**config.mk**
```make
export PLATFORM = sky130hd
export DESIGN_NAME = conv_encoder_8bit
export DESIGN_NICKNAME = d
export VERILOG_FILES = /design/src/rtl/conv_encoder_8bit_pkg.sv /design/src/rtl/conv_enc_core.sv /design/src/rtl/conv_encoder_8bit.sv
export SDC_FILE = /design/constraint.sdc
export NUM_CORES = 1
export LEC_CHECK = 0
export CAP_MARGIN = 40
export CORE_ASPECT_RATIO = 0.75
export CORE_MARGIN = 5
export CORE_UTILIZATION = 51
export CTS_CLUSTER_SIZE = 10
export DETAILED_ROUTE_END_ITERATION = 12
export GPL_ROUTABILITY_DRIVEN = 0
export PLACE_DENSITY = 0.75
export SLEW_MARGIN = 20
export SYNTH_ARGS = -nofsm -noshare
export SYNTH_HDL_FRONTEND = slang
export SYNTH_SLANG_ARGS = --single-unit
```
**constraint.sdc**
```tcl
create_clock -name i_clk -period 2.9 [get_ports i_clk]
set_clock_uncertainty 0.1 [all_clocks]
set_input_delay 0.87 -clock i_clk [delete_from_list [all_inputs] [get_ports i_clk]]
set_output_delay 0.87 -clock i_clk [all_outputs]
set_load 0.05 [all_outputs]
```
**src/rtl/conv_encoder_8bit_pkg.sv**
```systemverilog
// Shared constants for the rate-1/2, K=3 convolutional encoder and its matching Viterbi decoder.
// Generator taps are ordered {u_k, u_k-1, u_k-2}.
package conv_encoder_8bit_pkg;

    localparam int DATA_W_DEF = 8;

    localparam logic [2:0] G_HI = 3'b101;
    localparam logic [2:0] G_LO = 3'b111;

    typedef enum logic [0:0] {
        ST_IDLE = 1'b0,
        ST_ENC  = 1'b1
    } enc_state_e;

    function automatic logic gen_parity(input logic [2:0] taps, input logic [2:0] gen);
        return ^(taps & gen);
    endfunction

endpackage

```
**src/rtl/conv_enc_core.sv**
```systemverilog
// Combinational trellis branch: one input bit plus the two-bit shift state gives one code pair.
// pair[1] comes from the G_HI generator, pair[0] from G_LO.
module conv_enc_core
    import conv_encoder_8bit_pkg::*;
(
    input  logic       i_u,
    input  logic [1:0] i_shift,
    output logic [1:0] o_pair
);

    logic [2:0] w_taps;

    assign w_taps    = {i_u, i_shift};
    assign o_pair[1] = gen_parity(w_taps, G_HI);
    assign o_pair[0] = gen_parity(w_taps, G_LO);

endmodule

```
**src/rtl/conv_encoder_8bit.sv**
```systemverilog
// Block convolutional encoder: captures a DATA_W word on start and emits one code pair per cycle.
// Optional error injection is enabled with the CONV_ENC_ERR_INJECT_EN macro (adds i_err_mask).
module conv_encoder_8bit
    import conv_encoder_8bit_pkg::*;
#(
    parameter int DATA_W = DATA_W_DEF
)
(
    input  logic                  i_clk,
    input  logic                  i_reset,
    input  logic                  i_start,
    input  logic [DATA_W-1:0]     i_data_in,
`ifdef CONV_ENC_ERR_INJECT_EN
    input  logic [2*DATA_W-1:0]   i_err_mask,
`endif
    output logic [2*DATA_W-1:0]   o_code_out,
    output logic [1:0]            o_pair_out,
    output logic                  o_pair_valid,
    output logic                  o_busy,
    output logic                  o_done
);

    localparam int CNT_W = (DATA_W > 1) ? $clog2(DATA_W) : 1;

    enc_state_e            r_state;
    logic [DATA_W-1:0]     r_data;
    logic [1:0]            r_shift;
    logic [CNT_W-1:0]      r_cnt;
    logic [2*DATA_W-1:0]   r_code;
    logic [1:0]            r_pair;
    logic                  r_pair_valid;
    logic                  r_done;
    logic [1:0]            w_pair_clean;
    logic [1:0]            w_pair;

    conv_enc_core u_core (
        .i_u     (r_data[0]),
        .i_shift (r_shift),
        .o_pair  (w_pair_clean)
    );

`ifdef CONV_ENC_ERR_INJECT_EN
    logic [2*DATA_W-1:0]   r_err;

    // Error mask shifts alongside the data so its low pair lines up with the current bit.
    always_ff @(posedge i_clk) begin
        if (i_reset) begin
            r_err <= '0;
        end else if (r_state == ST_IDLE) begin
            if (i_start) begin
                r_err <= i_err_mask;
            end else begin
                r_err <= r_err;
            end
        end else begin
            r_err <= r_err >> 2;
        end
    end

    assign w_pair = w_pair_clean ^ r_err[1:0];
`else
    assign w_pair = w_pair_clean;
`endif

    // Block FSM: bit k is encoded on ENC edge k+1; the last edge raises done and returns to IDLE.
    always_ff @(posedge i_clk) begin
        if (i_reset) begin
            r_state      <= ST_IDLE;
            r_data       <= '0;
            r_shift      <= 2'b00;
            r_cnt        <= '0;
            r_code       <= '0;
            r_pair       <= 2'b00;
            r_pair_valid <= 1'b0;
            r_done       <= 1'b0;
        end else begin
            case (r_state)
                ST_IDLE: begin
                    r_pair_valid <= 1'b0;
                    r_done       <= 1'b0;
                    if (i_start) begin
                        r_state <= ST_ENC;
                        r_data  <= i_data_in;
                        r_shift <= 2'b00;
                        r_cnt   <= '0;
                        r_code  <= '0;
                    end else begin
                        r_state <= ST_IDLE;
                    end
                end
                ST_ENC: begin
                    r_code[{r_cnt, 1'b0} +: 2] <= w_pair;
                    r_pair       <= w_pair;
                    r_pair_valid <= 1'b1;
                    r_shift      <= {r_data[0], r_shift[1]};
                    r_data       <= r_data >> 1;
                    r_cnt        <= r_cnt + CNT_W'(1);
                    if (r_cnt == CNT_W'(DATA_W - 1)) begin
                        r_state <= ST_IDLE;
                        r_done  <= 1'b1;
                    end else begin
                        r_state <= ST_ENC;
                        r_done  <= 1'b0;
                    end
                end
                default: begin
                    r_state      <= ST_IDLE;
                    r_pair_valid <= 1'b0;
                    r_done       <= 1'b0;
                end
            endcase
        end
    end

    assign o_code_out   = r_code;
    assign o_pair_out   = r_pair;
    assign o_pair_valid = r_pair_valid;
    assign o_busy       = (r_state == ST_ENC);
    assign o_done       = r_done;

endmodule

```
==> results of run 1 <==
[state kept, by name, summed over array words and instances, names as in the netlist]
signal        cells
o_busy            1
o_code_out       16
o_done            1
o_pair_out        2
o_pair_valid      1
r_cnt             3
r_data            8
r_shift           2
[cell type report]
cell class	instances	area [um2]	area share [%]
Clock buffer	7	76.3	3.57
Inverter	14	52.6	2.46
Multi-Input combinational cell	119	911	42.6
Tap cell	40	50.0	2.34
Timing Repair Buffer	37	365	17.1
Sequential cell	34	681	31.9
[how the worst max path moves through the flow]
| stage | start | cells past startpoint | endpoint | slack [ns] |
|---|---|---|---|---|
| finish | o_code_out[2] | 1 | o_code_out[2] | 0.47 |
| floorplan | r_cnt[0] | 6 | o_code_out[9] | 0.89 |
| CTS | o_code_out[2] | 1 | o_code_out[2] | 0.45 |
| detailed placement | i_reset | 4 | o_code_out[2] | 0.53 |
| global placement | i_reset | 4 | o_code_out[2] | 0.57 |
| global route | r_cnt[0] | 6 | o_code_out[2] | 0.29 |
[power by group]
| group | switching [mW] | total (mW) | internal (mW) |
|---|---|---|---|
| Sequential | 0.0126 | 0.493 | 0.480 |
| Combinational | 0.0796 | 0.140 | 0.0600 |
| Clock | 0.159 | 0.324 | 0.165 |
| Total | 0.251 | 0.956 | 0.705 |
[placed cells by master, fill, tap and decap left out, types with 2 or more instances in the layout]
| master | Yosys | routed |
|---|---|---|
| mux2i_1 | 9 | 9 |
| a41o_1 | 2 | 2 |
| mux2_1 | 7 | 7 |
| nor2_1 | 15 | 15 |
| and3b_1 | 3 | 3 |
| a2111oi_0 | 3 | 3 |
| nor3b_1 | 6 | 6 |
| clkbuf_8 | 0 | 5 |
| inv_1 | 14 | 14 |
| a32o_1 | 3 | 3 |
| a21oi_1 | 14 | 14 |
| nand2_1 | 4 | 4 |
| nand3_1 | 2 | 2 |
| and3_1 | 4 | 4 |
| nand2b_1 | 4 | 4 |
| dfxtp_1 | 34 | 34 |
| nand4_1 | 5 | 5 |
| nor3_1 | 3 | 3 |
| buf_4 | 0 | 6 |
| a211o_1 | 6 | 6 |
| clkdlybuf4s50_1 | 0 | 30 |
| clkbuf_1 | 5 | 2 |
| ha_1 | 8 | 8 |
[cell families (layout without fill, tap and decap cells)]
kind of cell	Yosys count	in the layout	synth area share (%)
simple gates	57	57	20.0
compound gates	35	35	15.1
flops	34	34	40.4
buf+inv	24	58	5.64
mux	17	17	10.7
fa+ha+maj	8	8	5.93
xor+xnor	2	2	2.30
[tightest hold or removal path: cells and delay by family (launching register included)]
| family | cells | cell delay (ns) |
|---|---|---|
| simple gates | 1 | 0.06 |
| compound gates | 1 | 0.05 |
| flops | 1 | 0.32 |
[stage by stage]
| stage | utilization (%) | worst slack [ns] | hold slack (ns) |
|---|---|---|---|
| after floorplan | - | 0.887 | 0.356 |
| after global placement | 63.5 | 0.568 | 0.357 |
| after detailed placement | 63.5 | 0.528 | 0.371 |
| after CTS | 65.9 | 0.450 | 0.380 |
| after global routing | 65.9 | 0.292 | 0.395 |
| final | 65.9 | 0.465 | 0.374 |
[layer usage]
metal	GRT usage, %	up-vias	wire, um
met5	0	-	0
met4	8.98	0	53
met3	5.12	5	269
met2	29.8	46	1770
met1	20.8	695	1700
li1	-	704	-
==> results.md, run 1 <==
Cells and area:
- The fraction of layout instances using a drive strength above 1 is 7.58%.
- After routing the design area is 2140 um2.
- The number of nets in the finished design is 230.
- Counting the fill cells in the layout gives 279.
- The number of antenna diodes is 0.
- The finished layout holds 251 standard cells, fillers aside.
- Compared with the post-synthesis result, the final layout area differs by 26.6%.

Setup path:
- The slowest stage cell on the critical path is clkdlybuf4s50_1.
- The worst reg2reg path depth is 6.
- The type of the worst setup path is reg -> out.
- The worst setup path is captured at a primary output.
- In this design, the stage delay of the slowest critical-path cell is 0.82 ns.
- The startpoint identified for the worst register-to-register timing path is r_cnt[0].
- The arrival time reported for the critical path endpoint is 1.46 ns.
- The maximum net fanout on the critical path is 2.
- For flop-to-flop paths, the worst setup slack is 0.47 ns.
- At the worst endpoint, the required time is 1.93 ns.
- The cell class contributing the biggest share of worst-path delay is buffers and inverters.
- The worst register-to-register path ends at o_code_out[2].
- Together, buffers and inverters on the worst path number 1.
- Traced cell by cell, the critical path runs through clkdlybuf4s50_1.
- The startpoint kind of the worst setup timing path is a flop.

Yosys:
- The synthesized design devotes to its leading area cell type 40.4% of total area.
- The post-synthesis net count is 196.
- The largest area contributor in the synthesized netlist is dfxtp_1.
- The count of different cell masters after synthesis is 43.
- After synthesis, the most frequently instantiated cells are dfxtp_1 (34), nor2_1 (15), a21oi_1 (14), inv_1 (14), mux2i_1 (9).
- The number of enable flip-flop cells after synthesis is 0.
- For this run, the leading register cell type out of synthesis is dfxtp_1.
- The fraction of registers with async set or reset after synthesis is 0%.
- Synthesis handed over a netlist of 177 instances.
- Ranked by total cell area, the synthesized netlist is headed by dfxtp_1 (40%), ha_1 (5.9%), mux2i_1 (5.3%), mux2_1 (4.7%), a21oi_1 (4.2%).
- The number of warnings reported in the yosys synthesis log is 0.
- The most common cell in the synthesized netlist is dfxtp_1.
- The share of the yosys chip area belonging to registers is 40.4%.
- Averaged over all synthesized cells, the footprint is 9.53 um2.
- After synthesis the netlist holds a flip-flop and latch count of 34.
- In this run the cell area of the synthesized design comes to 1690 um2.

Run status:
- The flow ran to the end, and the final reports show no timing, DRC or antenna violations.

Power:
- Summed over all cells, the static leakage comes to 0.831 nW.
- In this run the power density over the cells is 448 nW/um2.
- VDD sags by at most 0.368 mV.
- The power consumption is 956 uW.

Min path:
- The worst min-delay path startpoint is o_code_out[14].
- Counting instances, the worst hold path has a depth of 2.
- For hold timing, the worst endpoint is o_code_out[14].
- The worst min-delay path category is reg -> reg.

CTS:
- The H-tree was split into 2 levels.
- The clock-pin slew reported for the worst setup and hold paths after clock tree synthesis is 0.07 ns.
- The setup fix buffers added after clock tree synthesis is 0.
- The cell chosen for the clock root is clkbuf_8.
- The tree built by TritonCTS fans out to 34 sinks.
- After clock tree synthesis, the repair step resized 0 gates.
- TritonCTS created 5 clock buffers.
- TritonCTS built the clock tree.
- The clock latency on the worst-skew pair is 0.28 ns.
- The hold-fix buffer count after cts is 0.
- The clock passes through at most 2 buffers.

Timing:
- The final hold violation count is 0.
- The count of pins over their slew limit is 0.
- Adding up every negative setup slack in the final design gives 0 ns.
- For this run, the top clock speed supported by timing is 411 MHz.
- Setup repair after global routing left no endpoint under its margin.
- The worst pin sits at a relative slew slack of 55.8%.
- The shortest period the worst path allows is 2.43 ns.
- The worst path uses 84.0% of the clock period.
- The worst-margin pin slew is 0.657 ns.
- The count of endpoints failing setup in the final report is 0.

Die:
- The initial utilization of the core area, before any placement, comes to 52.0%.
- The number of cell rows is 18.
- The width of the chip is 76.4 um.
- The die covers 4570 um2.
- From bottom edge to top edge, the die measures 59.8 um.
- For this design the top-level I/O count stands at 32.
- The core region is 3240 um2.

Drt:
- The total vias in the final route is 1450.
- The first detailed-routing pass ran for 4 iterations.
- The total routed wirelength is 3800 um.
- The routed via count divided by cell count is 5.78.
- The first routing iteration left 103 violations.
- The number of nets with antenna violations after detailed routing is 0.
- Dividing the detail-routed wire length by the instance count gives 15.1 um.
- The remaining design rule violation count is 0.

Place:
- The number of port buffers is 31.
- In this run, placement finished with an instance count of 244.
- The placed instances occupy a cell area of 2060 um2.
- The half-perimeter wire length after detailed placement is 2830 um.

GRT:
- The first-pass GRT wire length is 6420 um.
- After global routing the overflow that remains totals 0.
- Entering global routing, the biggest net connects 27 pins.
- The via count of the first global-routing pass came to 1412.
- The number of antenna violations at the first check in global routing is 0.
- The overall routing resource usage is 17.7%.

Flow run:
- The number of maximum-capacitance violations is 0.
Note: power is estimated with default switching activity, not from simulation.
==> run 2, diff against run 1 <==
--- a/config.mk
+++ b/config.mk
@@ -8,11 +8,11 @@
 export CAP_MARGIN = 40
 export CORE_ASPECT_RATIO = 0.75
 export CORE_MARGIN = 5
-export CORE_UTILIZATION = 51
+export CORE_UTILIZATION = 46
 export CTS_CLUSTER_SIZE = 10
 export DETAILED_ROUTE_END_ITERATION = 12
 export GPL_ROUTABILITY_DRIVEN = 0
-export PLACE_DENSITY = 0.75
+export PLACE_DENSITY = 0.72
 export SLEW_MARGIN = 20
 export SYNTH_ARGS = -nofsm -noshare
 export SYNTH_HDL_FRONTEND = slang
==> constraint.sdc (replaced) <==
create_clock -name i_clk -period 2.15 [get_ports i_clk]
set_clock_uncertainty 0.1 [all_clocks]
set_input_delay 0.645 -clock i_clk [delete_from_list [all_inputs] [get_ports i_clk]]
set_output_delay 0.645 -clock i_clk [all_outputs]
set_load 0.05 [all_outputs]
==> results.md, run 2 (synthesis gave the netlist of run 1 again) <==
GRT:
- The pin count of the biggest net entering global routing is 17 (-37%).
- The number of antenna violations at the first check in global routing is 0 (unchanged).
- The via count of the first global-routing pass is 1423 (+0.78%).
- The total grt overflow came to 0 (unchanged).
- The overall routing resource usage is 16.6% (-1.1 points).
- The first-pass GRT wire length is 6550 um (+2.0%).

Die:
- The area of the core region is 3590 um2 (+11%).
- The I/O pin count is 32 (unchanged).
- The die height was 62.4 um (+4.4%).
- The number of cell rows is 19 (+1).
- The initial standard-cell utilization of the core is 47.0% (-5.0 points).
- The floorplan die area is 4990 um2 (+9.2%).
- The width of the chip is 79.9 um (+4.6%).

Power:
- The static power due to leakage came to 0.916 nW (+10%).
- The peak supply drop came to 0.380 mV (+3.4%).
- The power per cell area is 598 nW/um2 (+33%).

CTS:
- The number of levels in the clock H-tree is 2 (unchanged).
- The number of buffers added by the clock tree synthesis step is 5 (unchanged).
- The clock latency on the worst-skew pair is 0.28 ns (about the same).
- The clock-pin slew reported for the worst setup and hold paths after clock tree synthesis came to 0.07 ns (about the same).
- The number of buffers on the longest clock path came to 2 (unchanged).
- The TritonCTS sink count is 34 (unchanged).
- The cell chosen for the clock root is clkbuf_8.
- TritonCTS built the clock tree.

Setup path:
- The maximum net fanout on the critical path is 6 (+4).
- By instance count, the cell type seen most on the critical path is ha_1.
- The signal on the critical path passes through inv_1 -> ha_1 -> ha_1 -> and4bb_1 -> a2111oi_1 -> a31o_1.
- The startpoint kind of the worst setup timing path is a flop.
- The critical path launch point is r_cnt[0].
- The worst setup path is captured at a flop.
- The slowest stage of the critical path belongs to the cell a2111oi_1.
- The endpoint of the worst-slack reg-to-reg timing path is o_code_out[0].
- In this run the critical register-to-register path is launched from r_cnt[0].
- The required time of the critical path was 2.28 ns (+0.35 ns).
- The setup slack of the worst register-to-register path came to 0.16 ns (-0.30 ns).
- The critical path is of the reg -> reg type.
- The arrival time reported for the critical path endpoint is 2.12 ns (+0.66 ns).
- The largest stage delay on the critical path is 0.43 ns (-0.39 ns).
- The worst reg2reg path depth came to 6 (unchanged).

Drt:
- The routed via count divided by cell count is 5.44 (-5.8%).
- The average routed wire per standard cell is 14.3 um (-5.5%).
- The number of nets with antenna violations after detailed routing is 0 (unchanged).
- The number of detailed-route iterations in the first pass is 4 (unchanged).
- The total routed wirelength came to 3860 um (+1.7%).
- The starting DRC count in detailed routing is 72 (-30%).
- The total vias in the final route was 1470 (+1.4%).
- The remaining design rule violation count came to 0 (unchanged).

Timing:
- The count of pins over their slew limit is 0 (unchanged).
- The peak clock frequency supported by timing is 503 MHz.
- The least setup slack across all paths after layout is 0.163 ns (-0.302 ns).
- Setup repair after global routing left no endpoint under its margin.
- The post-route fraction of the period consumed by the critical path is 92.4%.
- The final hold violation count was 0 (unchanged).
- The worst-margin pin slew is 0.422 ns (-0.235 ns).
- The count of endpoints failing setup in the final report is 0 (unchanged).
- The tightest slew margin relative to the limit is 71.8% (+16 points).
- The worst-case hold slack is 0.381 ns (+0.00738 ns).
- The setup TNS is 0 ns (unchanged).
- The shortest period the worst path allows is 1.99 ns.

Place:
- The post-placement worst setup slack is 0.0508 ns (-0.477 ns).
- The number of port buffers is 31 (unchanged).
- The half-perimeter wire length after detailed placement is 2800 um (-1.0%).

Min path:
- The hold path depth is 2 (unchanged).
- The path with the worst hold slack has its endpoint at o_code_out[14].
- The worst hold path begins at o_code_out[14].
- The min-delay analysis places its worst path in the category reg -> reg.

Cells and area:
- The number of flip-flops under the largest register name came to 16 (unchanged).
- Leaving out fill and tap cells, the most frequent cells in the layout are dfxtp_1 (34), buf_4 (31), nor2_1 (15).
- The area growth from synthesis to layout is 29.7%.
- Leaving out fill and tap cells, the most frequent cell in the layout is dfxtp_1.
- The fraction of layout instances using a drive strength above 1 came to 20.6% (+13 points).
- The footprint of the flip-flops and latches was 681 um2 (unchanged).
- The area used by multi-input combinational logic was 920 um2 (+0.96%).
- The number of nets in the finished design was 237 (+3.0%).
- The final-layout fill cell count is 322 (+15%).
- The number of antenna diodes came to 0 (unchanged).

Run status:
- The flow ran to the end, and the final reports show no timing, DRC or antenna violations.

Flow run:
- The number of maximum-capacitance violations is 0 (unchanged).
-- run 2: worst max path at each step --
stage | depth (start not counted) | slack (ns) | to
4_1_cts | 6 | 0.05 | o_code_out[4]
5_1_grt | 6 | 0.01 | o_code_out[2]
3_3_place_gp | 5 | 0.07 | o_code_out[0]
6_report | 6 | 0.16 | o_code_out[0]
3_5_place_dp | 5 | 0.05 | o_code_out[0]
2_1_floorplan | 6 | 0.14 | o_code_out[9]
-- run 2: timing repair --
item	in CTS	in global routing
setup endpoints to repair	0	4
resized for setup	0	4
buffers inserted	0	0
hold buffers	0	0
-- run 2: routing by layer --
metal	GRT usage, %	vias to the layer above	share of wire (%)	wire length [um]
met5	0	-	0	0
met3	4.76	8	5.8	223
li1	-	719	-	-
met4	8.86	0	1.9	72
met2	25.2	43	46	1770
met1	21.0	700	46	1800
-- run 2: critical path, delay by kind of cell (launching register included) --
family,cells,cell delay (ns)
buffers and inverters,1,0.09
adders and majority gates,2,0.60
DFF,1,0.33
and+or+nand+nor,1,0.25
AOI/OAI and AO/OA,2,0.57
-- run 2: layout make-up --
class / count / share of cell area [%]
tap: 52 / 2.97
inverter: 14 / 2.40
clock buffer: 7 / 3.49
sequential: 34 / 31.1
multi-input combinational: 119 / 42.0
timing repair buffer: 44 / 18.0
-- run 2: power breakdown --
group          internal [mW]  total (mW)  switching (mW)
Combinational         0.0963       0.210           0.114
Sequential             0.648       0.662          0.0143
Clock                  0.223       0.435           0.212
Total                  0.967        1.31           0.340
-- run 2: through the flow --
stage                     power [mW]  instances  cell area [um2]  util, %
after global routing            1.37        270             2190     60.9
final                           1.31        270             2190     60.9
after floorplan                0.797        177             1690        -
after CTS                       1.32        270             2180     60.7
after global placement         0.875        263             2100     58.6
after detailed placement       0.882        263             2100     58.6
==> run 3, diff against run 2 <==
--- a/config.mk
+++ b/config.mk
@@ -12,6 +12,7 @@
 export CTS_CLUSTER_SIZE = 10
 export DETAILED_ROUTE_END_ITERATION = 12
 export GPL_ROUTABILITY_DRIVEN = 0
+export GPL_TIMING_DRIVEN = 0
 export PLACE_DENSITY = 0.72
 export SLEW_MARGIN = 20
 export SYNTH_ARGS = -nofsm -noshare
==> results.md, run 3 (synthesis gave the netlist of run 1 again) <==
Cells and area:
- The area used by multi-input combinational logic is 921 um2 (+0.14%).
- Compared with the post-synthesis result, the final layout area differs by 27.9%.
- The library cell used most frequently in the layout, excluding fill and tap cells, is dfxtp_1.
- The number of flip-flops under the largest register name is 16 (unchanged).
- In the layout the commonest cells are dfxtp_1 (32), dlygate4sd2_1 (19), nor2_1 (15).
- The number of nets in the finished design is 234 (-1.3%).
- The footprint of the flip-flops and latches came to 686 um2 (+0.74%).
- The final-layout fill cell count is 318 (-1.2%).
- The fraction of layout instances using a drive strength above 1 is 9.26% (-11 points).
- The number of antenna diodes came to 0 (unchanged).

Die:
- The initial standard-cell utilization of the core is 47.0% (unchanged).
- The width of the chip is 79.9 um (unchanged).
- The I/O pin count is 32 (unchanged).
- The die height was 62.4 um (unchanged).
- The floorplan die area is 4990 um2 (unchanged).
- The number of cell rows is 19 (unchanged).
- The area of the core region is 3590 um2 (unchanged).

Place:
- The post-placement worst setup slack was -0.290 ns (-0.341 ns).
- The half-perimeter wire length after detailed placement is 2860 um (+2.1%).
- The number of port buffers was 31 (unchanged).

Timing:
- The count of endpoints failing setup in the final report was 0 (unchanged).
- Setup repair after global routing could not meet its margin everywhere.
- The tightest slew margin relative to the limit is 48.5% (-23 points).
- The least setup slack across all paths after layout is 0.0398 ns (-0.123 ns).
- The peak clock frequency supported by timing is 474 MHz (-5.8%).
- The shortest period the worst path allows is 2.11 ns (+0.123 ns).
- The post-route fraction of the period consumed by the critical path is 98.1% (+5.7 points).
- The final hold violation count came to 0 (unchanged).
- The count of pins over their slew limit is 0 (unchanged).
- The worst-margin pin slew is 0.767 ns (+0.344 ns).

GRT:
- The number of antenna violations at the first check in global routing is 0 (unchanged).
- The via count of the first global-routing pass is 1418 (-0.35%).
- The overall routing resource usage came to 17.2% (+0.59 points).
- The total grt overflow is 0 (unchanged).
- The first-pass GRT wire length is 6610 um (+0.95%).
- The pin count of the biggest net entering global routing is 13 (-4).

Power:
- The power per cell area is 615 nW/um2 (+2.9%).
- The total internal power is 979 uW (+1.3%).
- The fraction of power spent switching nets came to 26.2% (+0.12 points).
- The net switching power figure is 347 uW (+1.9%).
- The peak supply drop came to 0.387 mV (+1.7%).
- The power consumption is 1.33 mW (+1.5%).
- The relative contribution of combinational cells to total power was 14.1% (-2.0 points).
- The portion of total power attributed to the clock network was 36.0% (+2.7 points).
- The portion of total power attributed to sequential cells is 49.9% (-0.7 points).
- The static power due to leakage is 0.962 nW (+5.0%).

CTS:
- The cell chosen for the clock root is clkbuf_8.
- The hold-fix buffer count after cts is 0 (unchanged).
- The TritonCTS sink count came to 34 (unchanged).
- The clock-pin slew reported for the worst setup and hold paths after clock tree synthesis came to 0.07 ns (about the same).
- The number of buffers on the longest clock path is 2 (unchanged).
- The CTS tree is done.
- The number of levels in the clock H-tree came to 2 (unchanged).
- The number of buffers added by the clock tree synthesis step was 5 (unchanged).
- The setup fix buffers added after clock tree synthesis came to 0 (unchanged).
- The clock latency on the worst-skew pair is 0.29 ns (about the same).

Setup path:
- The setup slack of the worst register-to-register path is 0.10 ns (-0.06 ns).
- The critical path launch point is i_reset.
- The startpoint kind of the worst setup timing path is an input port.
- The type of the worst setup path is in -> reg.
- The worst setup path is captured at a flop.
- The endpoint of the worst-slack reg-to-reg timing path is o_code_out[8].
- The required time of the critical path is 2.20 ns (-0.08 ns).
- The worst register-to-register path begins at r_cnt[0].
- The most critical setup path has its endpoint at o_code_out[11].
- The worst reg2reg path depth came to 6 (unchanged).
- The maximum net fanout on the critical path is 10 (+4).
- The arrival time reported for the critical path endpoint was 2.16 ns (+0.04 ns).

Min path:
- The worst min-delay path category is reg -> reg.

Drt:
- The total vias in the final route came to 1434 (-2.4%).
- The number of nets with antenna violations after detailed routing came to 0 (unchanged).
- The number of detailed-route iterations in the first pass is 4 (unchanged).
- The routed via count divided by cell count came to 5.35 (-1.7%).
- The average routed wire per standard cell is 14.6 um (+2.0%).
- The remaining design rule violation count was 0 (unchanged).
- The starting DRC count in detailed routing is 90 (+25%).
- The total routed wirelength is 3910 um (+1.2%).

Run status:
- The run finished with clean final reports.

Flow run:
- The number of maximum-capacitance violations is 0 (unchanged).
run 3: cell types whose count changed in the layout (fill, tap and decap cells not counted), moves of 2 or more:
cell,delta
buf_4,-31
dlygate4sd2_1,+19
dfxtp_1,-2
clkbuf_1,+3
buf_12,-3
dlymetal6s2s_1,+2
buf_2,+3
run 3: per-stage QoR:
stage               hold WS [ns]  cells  setup TNS (ns)  util, %  area (um2)
floorplan                  0.356    177               0        -        1690
global placement           0.355    260           -4.64     57.4        2060
detailed placement         0.365    260           -5.26     57.4        2060
CTS                        0.372    268               0     59.4        2130
global route               0.423    268         -0.0480     60.1        2160
finish                     0.371    268               0     60.1        2160
run 3: worst min path at each step:
stage | slack, ns | end | start | depth (start not counted)
global route | 0.42 | o_code_out[9] | o_code_out[9] | 2
finish | 0.37 | o_code_out[14] | o_code_out[14] | 2
global placement | 0.36 | o_code_out[14] | o_code_out[14] | 2
floorplan | 0.36 | r_data[0] | r_data[1] | 2
CTS | 0.37 | o_code_out[14] | o_code_out[14] | 2
detailed placement | 0.37 | o_code_out[14] | o_code_out[14] | 2
run 3: cell type report:
class	instances	area share, %
tap	52	3.02
timing repair buffer	31	13.5
inverter	14	2.44
multi-input combinational	119	42.7
sequential	34	31.8
buffer	10	2.32
clock buffer	7	4.00
clock inverter	1	0.232
run 3: power groups by stage:
stage	Combinational (mW)	Sequential, mW	Clock (mW)
floorplan	0.108	0.689	0
global placement	0.178	0.675	0
detailed placement	0.184	0.676	0
CTS	0.184	0.662	0.500
global route	0.204	0.663	0.536
finish	0.187	0.662	0.478
run 3: metal layers:
metal	share of wire, %	vias up	track usage (%)
met5	0	-	0
met4	0.92	0	6.12
met3	7.3	3	7.35
met2	44	42	24.3
met1	47	673	23.2
li1	-	716	-
run 3: what timing repair did:
| action | CTS | global route |
|---|---|---|
| pin swaps | 0 | 1 |
| endpoints found under the setup margin | 31 | 14 |
| resized for setup | 22 | 12 |
run 3: worst max-delay path, cell delays in order:
cell and delay [ns]:
clkdlybuf4s50_1 0.51, clkbuf_1 0.45, clkbuf_1 0.46, a21oi_1 0.09
